[src/rtl/ffn_argmax_pkg.sv]
// Shared types and default network sizing for the arg-max classifier.
// Defaults mirror network_params.h so the vector packing matches the matmul stage.
package ffn_argmax_pkg;

    localparam int unsigned FFN_WIDTH_DEF    = 16;
    localparam int unsigned NUM_OUTPUT_N_DEF = 10;

    typedef enum logic [1:0] {
        ST_IDLE = 2'd0,
        ST_SCAN = 2'd1,
        ST_DONE = 2'd2
    } state_e;

    // Class-index width; a single-class network still needs one bit.
    function automatic int unsigned idx_width(input int unsigned n);
        return (n > 1) ? $clog2(n) : 1;
    endfunction

endpackage

[src/rtl/ffn_argmax.sv]
// Sequential arg-max over one captured vector of signed output-neuron scores,
// scanning one element per cycle; lowest index wins ties.
module ffn_argmax
    import ffn_argmax_pkg::*;
#(
    parameter int unsigned FFN_WIDTH    = FFN_WIDTH_DEF,
    parameter int unsigned NUM_OUTPUT_N = NUM_OUTPUT_N_DEF,
    parameter int unsigned IDX_W        = idx_width(NUM_OUTPUT_N)
) (
    input  logic                              clock,
    input  logic                              reset,
    input  logic                              in_valid,
    output logic                              in_ready,
    input  logic [FFN_WIDTH*2*NUM_OUTPUT_N-1:0] output_neurons,
    output logic                              out_valid,
    input  logic                              out_ready,
    output logic [IDX_W-1:0]                  class_index,
    output logic [2*FFN_WIDTH-1:0]            class_score
);

    localparam int unsigned SW = 2 * FFN_WIDTH;
    localparam int unsigned VW = SW * NUM_OUTPUT_N;
    localparam logic [IDX_W-1:0] LAST_IDX = IDX_W'(NUM_OUTPUT_N - 1);

    state_e                  state_q, state_d;
    logic [VW-1:0]           vec_q, vec_d;
    logic signed [SW-1:0]    best_q, best_d;
    logic [IDX_W-1:0]        best_idx_q, best_idx_d;
    logic [IDX_W-1:0]        cnt_q, cnt_d;
    logic [IDX_W-1:0]        class_index_q, class_index_d;
    logic signed [SW-1:0]    class_score_q, class_score_d;
    logic                    in_ready_q, in_ready_d;
    logic                    out_valid_q, out_valid_d;

    logic signed [SW-1:0]    cur_score;
    logic signed [SW-1:0]    win_score;
    logic [IDX_W-1:0]        win_idx;

    // Next-state, datapath and registered-output decode.
    always_comb begin
        state_d       = state_q;
        vec_d         = vec_q;
        best_d        = best_q;
        best_idx_d    = best_idx_q;
        cnt_d         = cnt_q;
        class_index_d = class_index_q;
        class_score_d = class_score_q;
        cur_score     = vec_q[SW*int'(cnt_q) +: SW];
        win_score     = best_q;
        win_idx       = best_idx_q;

        case (state_q)
            ST_IDLE: begin
                if (in_valid && in_ready_q) begin
                    vec_d      = output_neurons;
                    best_d     = output_neurons[SW-1:0];
                    best_idx_d = '0;
                    cnt_d      = IDX_W'(1);
                    if (NUM_OUTPUT_N == 1) begin
                        state_d       = ST_DONE;
                        class_index_d = '0;
                        class_score_d = output_neurons[SW-1:0];
                    end else begin
                        state_d = ST_SCAN;
                    end
                end
            end
            ST_SCAN: begin
                // Strict compare keeps the earliest index on ties.
                if (cur_score > best_q) begin
                    win_score = cur_score;
                    win_idx   = cnt_q;
                end
                best_d     = win_score;
                best_idx_d = win_idx;
                cnt_d      = IDX_W'(cnt_q + 1'b1);
                if (cnt_q == LAST_IDX) begin
                    state_d       = ST_DONE;
                    class_index_d = win_idx;
                    class_score_d = win_score;
                end
            end
            ST_DONE: begin
                if (out_ready) begin
                    state_d = ST_IDLE;
                end
            end
            default: state_d = ST_IDLE;
        endcase

        in_ready_d  = (state_d == ST_IDLE);
        out_valid_d = (state_d == ST_DONE);
    end

    always_ff @(posedge clock or posedge reset) begin
        if (reset) begin
            state_q       <= ST_IDLE;
            vec_q         <= '0;
            best_q        <= '0;
            best_idx_q    <= '0;
            cnt_q         <= '0;
            class_index_q <= '0;
            class_score_q <= '0;
            in_ready_q    <= 1'b0;
            out_valid_q   <= 1'b0;
        end else begin
            state_q       <= state_d;
            vec_q         <= vec_d;
            best_q        <= best_d;
            best_idx_q    <= best_idx_d;
            cnt_q         <= cnt_d;
            class_index_q <= class_index_d;
            class_score_q <= class_score_d;
            in_ready_q    <= in_ready_d;
            out_valid_q   <= out_valid_d;
        end
    end

    assign in_ready    = in_ready_q;
    assign out_valid   = out_valid_q;
    assign class_index = class_index_q;
    assign class_score = class_score_q;

endmodule

[config.mk]
export PLATFORM = sky130hd
export DESIGN_NAME = ffn_argmax
export DESIGN_NICKNAME = d
export VERILOG_FILES = /design/src/rtl/ffn_argmax_pkg.sv /design/src/rtl/ffn_argmax.sv
export SDC_FILE = /design/constraint.sdc
export NUM_CORES = 1
export LEC_CHECK = 0
export ABC_CLOCK_PERIOD_IN_PS = 11400
export BUFFER_PORTS_ARGS = -buffer_cell sky130_fd_sc_hd__buf_2
export CAP_MARGIN = 30
export CORE_UTILIZATION = 50
export DETAILED_ROUTE_END_ITERATION = 10
export PLACE_DENSITY = 0.87
export RECOVER_POWER = 100
export SYNTH_ARGS = -nofsm -noshare
export SYNTH_HDL_FRONTEND = slang
export SYNTH_SLANG_ARGS = --single-unit
[constraint.sdc]
create_clock -name clock -period 11.4 [get_ports clock]
set_input_delay 0.57 -clock clock [delete_from_list [all_inputs] [get_ports clock]]
set_output_delay 0.57 -clock clock [all_outputs]
set_load 0.005 [all_outputs]
==> results.md, run 1 <==
* Outcome: finished with violations
* Failing checks: max-capacitance violations, max-slew violations
* CP arrival at 8890 ps
* Post-Route Setup TNS at 0 ps
* Routed Antenna Nets at 0
* Synth-to-Final Area Change at 18.6%
* Hold EP: vec_q[120]$_DFFE_PP0P_
* Crit path capture type: flop
* Latest clock arrival within the worst-skew pair at 550 ps
* Synth Warn # at 0
* DR pass1 iterations at 6
* First-pass GRT wire length at 88.5 mm
* Starting Density at 0.509
* Slowest stage delay, CP at 2600 ps
* WHS at 213 ps
* Fmax at 118 MHz
* CP max-delay cell: clkbuf_1
* Post-CTS sizing at 0
* List of most frequent post-synthesis cells: nand2_1, dfrtp_1, clkbuf_1
* Synthesized area per cell at 9.37 µm²
* Largest net degree at the start of global routing at 262
* Synth Instances at 1986
* Hold Path Depth at 3
* Clock power frac at 0.209
* Initial antenna violation count at 7
* R2R depth at 16
* Worst R2R End: best_idx_q[3]$_DFFE_PP0P_
* WL final at 56.6 mm
* FF-to-FF setup slack at 2890 ps
* Avg WL per Cell at 20.3 µm
* Worst slew margin at -2.37
* Final Wtd Congestion at 0.928
* Sw Ratio at 0.405
* WP data required at 11780 ps
* Post-synth EDFFs at 0
* Count leader, synth: nand2_1
* Clock root cell: clkbuf_16
* Synth async-reset ratio at 1.00
* Static leakage at 0.0115 µW
* CP startpoint kind: flop
* DP Wirelength at 39.6 mm
* Unrepaired setup endpoints after global routing: false
* Synth Net Count at 2344
* Number of cell rows at 70
* Seq pwr share at 0.353
* Pwr Density at 320 nW/µm²
* Worst hold path type: in2reg
* Yosys top cell by area: dfrtp_1
* Post-CTS setup buffers at 0
* Final instance area at 22100 µm²
* Longest Clk Path Bufs at 3
* R2R Path Start: cnt_q[1]$_DFFE_PP0P_
* Largest cells by area after synthesis: dfrtp_1, nand2_1, mux4_2
* DRT iter0 DRCs at 1595
* Vias in the first global route at 15900
* CTS Hold Bufs at 0
* Placed inst area at 20700 µm²
* Net Switching at 2860 µW
* Max Clock Skew at 11.8 ps
* CTS tree: yes
* Crit Path Max Fanout at 53
* Layout net count at 2642
* PnR worst setup slack at 2890 ps
* CTS H-Tree Depth at 2
* Worst-margin pin slew at 5050 ps
* Top-area cell type share of the netlist area at 0.538
* Power Internal at 4210 µW
* Crit path kind: reg2reg
* Total core area at 36600 µm²
* GR Overflow Total at 0
* Post-synth top flop: dfrtp_1
* Share of cells above drive strength 1 at 0.209
* MaxCap Viol Count at 10
* Combinational share of power at 0.438
* Sequential area share after synthesis at 0.538
* TritonCTS Sinks at 400
* Fillcell total at 3054
* DP Worst Slack at 5140 ps
* Cells along the critical path: clkbuf_1 > inv_1 > nand2_1 > buf_4 > nor2_1 > a21oi_1 > o21ai_0 > ha_1 > nand2_1 > nor4_1 > a21boi_0 > o32ai_1 > a21oi_4 > and2_0 > clkbuf_1 > o21ai_0
* Clock transition at path regs at 60 ps
* Yosys cell types at 38
* I/O Buffers at 361
* Top delay family on crit path: buffers and inverters
* Worst hold start: output_neurons[120]
* Ports at 362
* Min Tclk post-route at 8510 ps
* CTS Buf Count at 43
* Vias/cell at 5.66
* Die Area at 38000 µm²
* WP buf/inv at 4
* Seq cells post-synth at 400
* Final core occ at 0.603
* Final hold vios at 0
* Via count at 15800
* Mapped cell area at 18600 µm²
* Tot GR Track Use at 0.301
* Peak VDD IR at 0.311 mV
* Die Y at 195 µm
* Final period util at 0.747
* # DRC at 0
* Die W at 195 µm
* Final Max Slew Viols at 865
* Final setup viols at 0
cell usage in the layout, fill, tap and decap left out, types with 8 or more instances in the layout:
cell type and count:
clkbuf_16 45, o21ai_0 44, clkbuf_1 51, mux2i_1 35, clkbuf_8 8, a221o_1 32
and2_1 17, and2_0 16, buf_4 10, a21oi_1 50, nor2_1 42, nand2_1 950
mux4_2 64, dfrtp_1 398, ha_1 34, buf_2 324, nand3_1 37, a21o_1 33
inv_1 35, o311ai_0 31
tightest hold or removal path, stage by stage:
cell,delay (ps)
buf_2,70
nand2_1,40
nand2_1,40
routing by layer:
metal | vias to the layer above | global-route usage | part of all wire
met5 | - | 0 | 0.00039
met4 | 4 | 0.119 | 0.038
met3 | 152 | 0.0701 | 0.092
met2 | 816 | 0.434 | 0.44
met1 | 7690 | 0.440 | 0.43
li1 | 7137 | - | -
logic make-up after synthesis:
family	count (synthesis)	share of synthesized area
AND/OR/NAND/NOR	1082	0.229
flip-flops	400	0.538
AO/OA/AOI/OAI	205	0.0774
buffers and inverters	166	0.0368
multiplexers	99	0.0962
adder cells (fa/ha/maj)	34	0.0228
power by group through the flow:
| stage | Combinational, µW | Sequential [µW] | Clock, µW |
|---|---|---|---|
| global placement | 2910 | 2460 | 0 |
| finish | 3100 | 2490 | 1480 |
| detailed placement | 3020 | 2490 | 0 |
| global route | 3410 | 2550 | 1540 |
| floorplan | 2300 | 2320 | 0 |
| CTS | 3050 | 2470 | 1490 |
worst max-delay path by stage:
stage / to / from / slack (ps) / cells after the start
floorplan: best_idx_q[0]$_DFFE_PP0P_ / reset / 5440 / 1
global placement: best_q[4]$_DFFE_PP0P_ / cnt_q[0]$_DFFE_PP0P_ / 5290 / 15
detailed placement: best_q[22]$_DFFE_PP0P_ / cnt_q[0]$_DFFE_PP0P_ / 5140 / 15
CTS: best_q[12]$_DFFE_PP0P_ / cnt_q[0]$_DFFE_PP0P_ / 5110 / 15
global route: best_idx_q[2]$_DFFE_PP0P_ / cnt_q[1]$_DFFE_PP0P_ / 2370 / 16
finish: best_idx_q[3]$_DFFE_PP0P_ / cnt_q[1]$_DFFE_PP0P_ / 2890 / 16
through the flow:
stage	cells	power (µW)
2_1_floorplan	1986	4620
3_3_place_gp	2705	5370
3_5_place_dp	2705	5510
4_1_cts	2783	7010
5_1_grt	2787	7510
6_report	2791	7070
layout make-up:
| type | count | area (µm²) | area share |
|---|---|---|---|
| antenna | 6 | 15.0 | 0.000680 |
| clock inverter | 21 | 259 | 0.0117 |
| tap | 468 | 586 | 0.0265 |
| timing repair buffer | 383 | 1900 | 0.0859 |
| clock buffer | 57 | 1250 | 0.0567 |
| multi-input combinational | 1420 | 7920 | 0.359 |
| sequential | 400 | 10000 | 0.454 |
| inverter | 36 | 136 | 0.00618 |
registers in the layout, indices dropped and copies added (netlist names):
name / cells
best_q: 32
best_idx_q: 4
vec_q: 320
out_valid: 1
cnt_q: 4
state_q: 2
class_score: 32
in_ready: 1
class_index: 4
(Power assumes the default switching activity.)
==> run 2, diff against run 1 <==
Settings changed: ABC_CLOCK_PERIOD_IN_PS 11400 to 7000.
Clock period 11.4 ns to 7 ns, I/O delays scaled along.
==> run 2 against run 1 <==
The run still ends with max-capacitance violations, max-slew violations left. Sequential cell count stayed put. Non-clock buffer count is 41 higher. Register-to-register slack worse by 2000 ps. Maximum frequency is 39% higher. Worst setup slack worse by 2000 ps. Critical endpoint is now best_idx_q[1]$_DFFE_PP0P_. Utilization is 0.88 points higher. Cell count is 1.1% higher. Highest routed layer unchanged. Power is 60% higher.
==> results.md, run 2 (same netlist as run 1, synthesis figures left out) <==
* DR pass1 iterations at 8
* Max Clock Skew at 8.36 ps
* Synth-to-Final Area Change at 20.4%
* Hold Path Depth at 3
* Starting Density at 0.509
* Peak VDD IR at 0.349 mV
* Most common cell after layout, fill and taps aside: nand2_1
* Final period util at 0.876
* # DRC at 0
* Die Y at 195 µm
* Worst hold start: output_neurons[85]
* Fillcell total at 2956
* Most frequent cells in the layout: nand2_1, dfrtp_1, buf_2
* Crit Path Max Fanout at 41
* WL final at 55.9 mm
* Worst R2R End: best_idx_q[1]$_DFFE_PP0P_
* Final Wtd Congestion at 0.997
* Latest clock arrival within the worst-skew pair at 530 ps
* Fmax at 163 MHz
* Crit path capture type: flop
* Largest Register: vec_q
* PnR worst setup slack at 867 ps
* Largest net degree at the start of global routing at 178
* Final Max Slew Viols at 767
* Post-CTS setup buffers at 0
* CTS H-Tree Depth at 2
* GR Overflow Total at 0
* Layout net count at 2681
* Hold EP: vec_q[85]$_DFFE_PP0P_
* Worst hold path type: in2reg
* Via count at 16100
* Vias/cell at 5.71
* First-pass GRT wire length at 86.9 mm
* Final instance area at 22400 µm²
* Vias in the first global route at 15800
* Total core area at 36600 µm²
* Sw Ratio at 0.406
* CTS Buf Count at 41
* R2R depth at 12
* FF-to-FF setup slack at 870 ps
* Tot GR Track Use at 0.295
* DRT iter0 DRCs at 1693
* WP data required at 7400 ps
* Placed inst area at 20700 µm²
* MaxCap Viol Count at 7
* Die W at 195 µm
* Min Tclk post-route at 6130 ps
* Seq pwr share at 0.361
* Worst slew margin at -1.79
* CP arrival at 6530 ps
* Multi-input logic area at 7920 µm²
* Combinational share of power at 0.441
* Unrepaired setup endpoints after global routing: false
* Power Internal at 6710 µW
* Ports at 362
* Crit path kind: reg2reg
* I/O Buffers at 361
* Initial antenna violation count at 3
* Max reg flops at 320
* Total power at 11300 µW
* Avg WL per Cell at 19.8 µm
* CTS tree: yes
* DP Worst Slack at 1370 ps
* Pwr Density at 504 nW/µm²
* DP Wirelength at 39.6 mm
* Longest Clk Path Bufs at 3
* TritonCTS Sinks at 400
* Clock power frac at 0.198
* Outcome: finished with violations
* CP startpoint kind: flop
* Net Switching at 4590 µW
* Share of cells above drive strength 1 at 0.206
* Post-Route Setup TNS at 0 ps
* Static leakage at 0.0117 µW
* Failing checks: max-capacitance violations, max-slew violations
* Final setup viols at 0
* Die Area at 38000 µm²
* R2R Path Start: cnt_q[1]$_DFFE_PP0P_
* Clock root cell: clkbuf_16
* Reg area at 10000 µm²
* Worst-margin pin slew at 4190 ps
* Final hold vios at 0
* Post-CTS sizing at 0
* Clock transition at path regs at 60 ps
* Number of cell rows at 70
* Routed Antenna Nets at 0
==> run 2: routing by layer <==
layer	up-vias	part of all wire	global-route usage
met4	4	0.055	0.148
met5	-	0.00047	0
li1	7222	-	-
met3	189	0.092	0.0519
met1	7804	0.41	0.419
met2	907	0.45	0.438
==> run 2: cell type report <==
type,count,area share
diodes,1,0.000112
clock buffers,62,0.0561
clock inverters,12,0.00570
inverters,36,0.00620
multi-input cells,1420,0.353
flip-flops and latches,400,0.447
well taps,468,0.0261
repair buffers,424,0.105
==> run 2: how the worst max path moves through the flow <==
| stage | from | end | slack, ps | cells after the start |
|---|---|---|---|---|
| final | cnt_q[1]$_DFFE_PP0P_ | best_idx_q[1]$_DFFE_PP0P_ | 870 | 12 |
| after CTS | cnt_q[1]$_DFFE_PP0P_ | best_idx_q[1]$_DFFE_PP0P_ | 1330 | 12 |
| after global placement | cnt_q[1]$_DFFE_PP0P_ | best_idx_q[3]$_DFFE_PP0P_ | 1630 | 12 |
| after floorplan | reset | best_idx_q[0]$_DFFE_PP0P_ | 1260 | 1 |
| after detailed placement | cnt_q[1]$_DFFE_PP0P_ | best_idx_q[1]$_DFFE_PP0P_ | 1370 | 12 |
| after global routing | cnt_q[1]$_DFFE_PP0P_ | best_q[14]$_DFFE_PP0P_ | 540 | 12 |
==> run 2: critical path, cell delays in order, from the launching register on <==
cell	delay (ps)
dfrtp_4	830
buf_4	580
mux4_2	570
a21oi_1	140
o21ai_0	240
ha_1	420
nand4_1	150
nor4_1	550
o32ai_1	240
a21oi_4	790
and2_0	890
buf_4	420
o21ai_0	140
==> run 2: power by group through the flow <==
stage          clock network (µW)  registers (µW)  logic [µW]
4_1_cts                      2260            4060        4950
6_report                     2230            4090        4980
3_5_place_dp                    0            4090        4880
3_3_place_gp                    0            4010        4680
5_1_grt                      2350            4180        5470
2_1_floorplan                   0            3780        3740
==> run 2: repair_timing <==
action / 4_1_cts / 5_1_grt
setup endpoints to repair: 0 / 0
endpoints found under the hold margin: 40 / 0
hold buffers: 40 / 0
==> run 2: stage by stage <==
stage               cells  utilization  hold slack, ps
floorplan            1986            -             440
global placement     2706        0.565             453
detailed placement   2708        0.567             457
CTS                  2822        0.615          0.0580
global route         2823        0.612            1.69
finish               2823        0.612            7.33
